==> config.mk <==
export PLATFORM = sky130hd
export DESIGN_NAME = xnor_pattern_detector
export DESIGN_NICKNAME = d
export VERILOG_FILES = /design/src/rtl/xnor_det_pkg.sv /design/src/rtl/xnor_det_popcount.sv /design/src/rtl/xnor_pattern_detector.sv
export SDC_FILE = /design/constraint.sdc
export NUM_CORES = 1
export LEC_CHECK = 0
export BUFFER_PORTS_ARGS = -buffer_cell sky130_fd_sc_hd__buf_2
export CAP_MARGIN = 20
export CORE_ASPECT_RATIO = 1.75
export CORE_MARGIN = 4
export CORE_UTILIZATION = 50
export CTS_BUF_LIST = sky130_fd_sc_hd__clkbuf_4
export DETAILED_ROUTE_END_ITERATION = 6
export PLACE_DENSITY = 0.78
export SYNTH_ARGS = -nofsm -noshare
export SYNTH_HDL_FRONTEND = slang
export SYNTH_SLANG_ARGS = --single-unit
==> constraint.sdc <==
create_clock -name clk -period 5.2 [get_ports clk]
set_clock_uncertainty 0.2 [all_clocks]
set_input_delay 1.04 -clock clk [delete_from_list [all_inputs] [get_ports clk]]
set_output_delay 1.04 -clock clk [all_outputs]
set_load 0.005 [all_outputs]
==> src/rtl/xnor_det_pkg.sv <==
// Shared types and defaults for the XNOR pattern detector.
// Holds the FSM state encoding and the default widths.
package xnor_det_pkg;

    typedef enum logic {
        FILL = 1'b0,
        RUN  = 1'b1
    } state_e;

    localparam int DEF_WIDTH   = 8;
    localparam int DEF_COUNT_W = 8;

endpackage

==> src/rtl/xnor_det_popcount.sv <==
// Combinational masked XNOR agreement counter.
// Counts bit positions where mask is set and window equals pattern.
module xnor_popcount #(
    parameter int WIDTH = 8,
    parameter int CW    = $clog2(WIDTH + 1)
) (
    input  logic [WIDTH-1:0] window_i,
    input  logic [WIDTH-1:0] pattern_i,
    input  logic [WIDTH-1:0] mask_i,
    output logic [CW-1:0]    count_o
);

    // Sum the per-bit agreement flags.
    always_comb begin
        count_o = '0;
        for (int i = 0; i < WIDTH; i++) begin
            count_o = count_o
                    + CW'(mask_i[i] & ~(window_i[i] ^ pattern_i[i]));
        end
    end

endmodule

==> src/rtl/xnor_pattern_detector.sv <==
// Serial masked pattern detector with exact/threshold modes.
// Window fills after reset or after a non-overlapping match.
module xnor_pattern_detector
    import xnor_det_pkg::*;
#(
    parameter  int WIDTH   = DEF_WIDTH,
    parameter  int COUNT_W = DEF_COUNT_W,
    localparam int CW      = $clog2(WIDTH + 1)
) (
    input  logic               clk,
    input  logic               rst,
    input  logic               din,
    input  logic               din_valid,
    input  logic [WIDTH-1:0]   pattern,
    input  logic [WIDTH-1:0]   mask,
    input  logic               mode,
    input  logic [CW-1:0]      threshold,
    input  logic               overlap,
    output logic               match,
    output logic [CW-1:0]      agree_cnt,
    output logic [COUNT_W-1:0] match_count
);

    localparam logic [CW-1:0] FILL_LAST = CW'(WIDTH - 1);

    state_e             state_q;
    logic [CW-1:0]      fill_q;
    logic [WIDTH-1:0]   window_q;
    logic [WIDTH-1:0]   window_d;
    logic [CW-1:0]      agree_q;
    logic [CW-1:0]      agree_d;
    logic               match_q;
    logic [COUNT_W-1:0] count_q;
    logic               full_d;
    logic               exact_d;
    logic               hit_d;

    assign window_d = (window_q << 1) | WIDTH'(din);

    xnor_popcount #(
        .WIDTH (WIDTH),
        .CW    (CW)
    ) u_pop (
        .window_i  (window_d),
        .pattern_i (pattern),
        .mask_i    (mask),
        .count_o   (agree_d)
    );

    // Window counts as full once this bit completes WIDTH valid bits.
    assign full_d  = (state_q == RUN) || (fill_q == FILL_LAST);
    // Exact match: no enabled bit disagrees.
    assign exact_d = ((mask & (window_d ^ pattern)) == '0);
    assign hit_d   = full_d && (mask != '0)
                   && (mode ? (agree_d >= threshold) : exact_d);

    // Shift, compare, count and sequence the fill/run FSM.
    always_ff @(posedge clk) begin
        if (rst) begin
            state_q  <= FILL;
            fill_q   <= '0;
            window_q <= '0;
            agree_q  <= '0;
            match_q  <= 1'b0;
            count_q  <= '0;
        end else if (din_valid) begin
            window_q <= window_d;
            agree_q  <= agree_d;
            match_q  <= hit_d;
            if (hit_d && (count_q != '1)) begin
                count_q <= count_q + COUNT_W'(1);
            end
            unique case (state_q)
                FILL: begin
                    if (fill_q == FILL_LAST) begin
                        fill_q  <= '0;
                        state_q <= (hit_d && !overlap) ? FILL : RUN;
                    end else begin
                        fill_q <= fill_q + CW'(1);
                    end
                end
                RUN: begin
                    if (hit_d && !overlap) begin
                        state_q <= FILL;
                        fill_q  <= '0;
                    end
                end
                default: begin
                    state_q <= FILL;
                    fill_q  <= '0;
                end
            endcase
        end else begin
            match_q <= 1'b0;
        end
    end

    assign match       = match_q;
    assign agree_cnt   = agree_q;
    assign match_count = count_q;

endmodule

==> summary.md <==
| Metric | Value |
|---|---|
| Status | complete, but fails checks |
| Violated checks | setup timing |
| Yosys top cell area share | 0.2972 |
| Post-DR wirelength/cell | 14.46 µm |
| Mapped Nets | ~220 |
| Ant diodes | 0 |
| RSZ-0062 raised after global routing | true |
| Die H | 84.78 µm |
| Layout Cells excl Fill | approximately 280 |
| Period utilization | 1.019 |
| Req. time, crit path | ~5300 ps |
| Post-DP Area | 0.002013 mm² |
| Row Count | 27 |
| Grt ovf | 0 |
| Post-route cell area | ~0.0022 mm² |
| Crit path kind | primary input to flip-flop |
| Switching power | between 0.1 and 0.15 mW |
| Num ports | 39 |
| Final WL | 4019 µm |
| Maximum VDD drop | between 0.00015 and 0.0002 V |
| Pwr Total | 0.4312 mW |
| Final setup viols | 4 |
| Post-DRT Antenna Nets | 0 |
| Post-DP HPWL | a little over 3000 µm |
| Hold crit path type | flip-flop to flip-flop |
| FFs w/ async S/R, synth | 0 |
| Average size of a mapped cell | 9.153 µm² |
| Vias per cell | ~5.5 |
| Worst path arrival time | approximately 5400 ps |
| Crit path launch type | primary input |
| Crit. End Element | flip-flop |
| Pre-CTS setup slack | -335.4 ps |
| TritonCTS buffer count | 3 |
| Mapped Area | ~0.0017 mm² |
| Share of cells above drive strength 1 | 0.3957 |
| Register area share after synthesis | 0.2972 |
| Core ar. | approximately 0.0032 mm² |
| Clock Tree Buf Depth | 2 |
| Initial antenna violation count | 0 |
| Clock network power share | 0.210 |
| Min Tclk post-route | roughly 5300 ps |
| Reg power frac | 0.469 |
| Top post-synthesis cells by area | dfxtp_1, ha_1, mux2i_1 |
| Yosys top cell by area | dfxtp_1 |
| Max_slew headroom | 0.3342 |
| Synth Instances | 184 |
| Root buffer cell | clkbuf_4 |
| Initial core utilization | 0.5248 |
| Switching share of total power | 0.3175 |
| Delay-heaviest family, CP | adder cells |
| Setup TNS | -209.6 ps |
| DRT Pass-1 Iters | 4 |
| Power Density | ~200 mW/mm² |
| Endpoints failing hold | 0 |
| Number of synthesized flops with an enable pin | 0 |
| Residual DRC count | 0 |
| Total GRT Usage | 0.1937 |
| P_leak | between 0.9 and 1 nW |
| P&R area growth vs syn | 29.94% |
| Post-CTS Hold Buffers | 0 |
| Die ar. | approximately 0.0044 mm² |
| I/O Buffers | 38 |
| Layout Utilization | 0.6819 |
| Max-slew violation count | 0 |
| Clk_lat worst skew | approximately 320 ps |
| Synth Register Bits | 25 |
| Yosys cell types | 54 |
| First-pass GRT wire length | roughly 6700 µm |
| Placed cell count | roughly 270 |
| Clock transition at the registers of the reported paths | around 140 ps |
| Pin slew with the least headroom to its limit | between 900 and 1000 ps |
| Max Fclk | 188.8 MHz |
| Final WS setup | -96.48 ps |
| Buffers and inverters on the worst path | 6 |
| CP Cell Sequence | buf_6 > xor2_2 > nor2_2 > fa_1 > inv_2 > fa_1 > fa_1 > inv_1 > ha_2 > inv_2 > fa_2 > inv_2 > ha_4 > o211ai_1 > o2111ai_2 > buf_4 > nand4b_4 > or4b_4 > a21oi_2 |
| Number of max-cap violations | 0 |
| Vias | ~1500 |
| Hold_ws | about 320 ps |
| Nets | 275 |
| Comb pwr share | 0.321 |
| Maximum level of the CTS H-tree | 1 |
| Die W | between 50 and 60 µm |
| R2R Setup Slk | roughly 300 ps |
| Slowest CP cell | fa_2 |
| Crit Path Max Fanout | 4 |
| Clock sinks | 25 |
| Pint | 0.2943 mW |
| CTS tree | yes |
| Iter 0 DRT Violations | 24 |
| Largest net degree at the start of global routing | 32 |
| Vias in the first global route | approximately 1600 |
| Yosys warns | 0 |
| CP peak stage delay | between 500 and 600 ps |
| Ys flop type | dfxtp_1 |
| Gpl congestion | 0.8491 |
[cells in the mapped netlist (2+ instances only)]
master	number
nand2_1	7
xor2_1	4
nand2b_1	4
or4_1	6
nand3_1	3
mux2i_1	11
o31ai_1	4
nor2_1	20
dfxtp_1	25
clkbuf_1	4
nor4_1	3
fa_1	4
nor2b_1	5
a21oi_1	7
inv_1	20
mux2_2	3
or4b_1	2
xnor2_1	5
o21ai_0	2
ha_1	9
and3_1	2
a2bb2oi_2	2
[cell usage in the layout (no fill, tap or decap), drive strengths merged, types with 2 or more instances in the layout]
cell type	instances
nor2b	5
or4	6
nand2	8
and3	2
buf	55
ha	9
a21oi	7
nor2	20
nor4	3
xor2	4
mux2i	11
o32ai	2
or4b	2
fa	4
xnor2	5
nand2b	4
dfxtp	25
nand3	3
a2bb2oi	2
mux2	3
o31ai	4
inv	20
o21ai	2
clkbuf	3
and4	2
[worst reg2reg max path, stage by stage (launching register included)]
cell and delay [ps]:
dfxtp_1 430, xor2_2 190, nor2_2 70, fa_1 540, inv_2 40, fa_1 520, fa_1 430, inv_1 80
ha_2 190, inv_2 40, fa_2 570, inv_2 50, ha_4 240, o211ai_1 100, o2111ai_2 200, buf_4 160
nand4b_4 120, or4b_4 550, a21oi_2 130
[cell type report]
cell class	instances	area (µm²)
inverter	20	75.07
sequential	25	500.5
fill	269	1021
multi-input combinational	131	1176
timing repair buffer	55	352.8
tap	43	53.80
clock buffer	3	22.52
clock inverter	1	7.507
[layer usage]
| metal | vias up | part of all wire | GRT usage |
|---|---|---|---|
| li1 | 756 | - | - |
| met5 | - | 0 | 0 |
| met4 | 0 | 0.013 | 0.08115 |
| met2 | 39 | 0.57 | 0.3688 |
| met1 | 738 | 0.38 | 0.1996 |
| met3 | 6 | 0.038 | 0.02309 |
[logic make-up after synthesis]
logic type | share of synthesized area
flip-flops | 0.2972
XOR/XNOR | 0.04680
buffers and inverters | 0.07428
adder cells (fa/ha/maj) | 0.1144
AO/OA/AOI/OAI | 0.1508
multiplexers | 0.08544
AND/OR/NAND/NOR | 0.2311
[repair_timing]
| item | in CTS | in global routing |
|---|---|---|
| gates resized for setup | 0 | 26 |
| setup buffers | 0 | 6 |
| endpoints found under the setup margin | 0 | 13 |
[power by group through the flow]
stage | logic [mW] | clock network (mW) | registers, mW
after floorplan | 0.0761 | 0 | 0.206
after global placement | 0.110 | 0 | 0.206
after detailed placement | 0.115 | 0 | 0.206
after CTS | 0.117 | 0.0936 | 0.202
after global routing | 0.157 | 0.103 | 0.203
final | 0.138 | 0.0905 | 0.202
[worst paths after layout]
path                     start              to  cells past startpoint
hold reg to reg   agree_cnt[1]    agree_cnt[1]                      2
hold / removal    agree_cnt[1]    agree_cnt[1]                      2
setup reg to reg   window_q[0]  match_count[7]                     18
setup / recovery    pattern[0]  match_count[7]                     19
[flip-flops by register name, summed over array words and instances (netlist names)]
name / count
match_count: 8
window_q: 7
agree_cnt: 4
fill_q: 4
match: 1
state_q: 1
(Power assumes the default switching activity.)
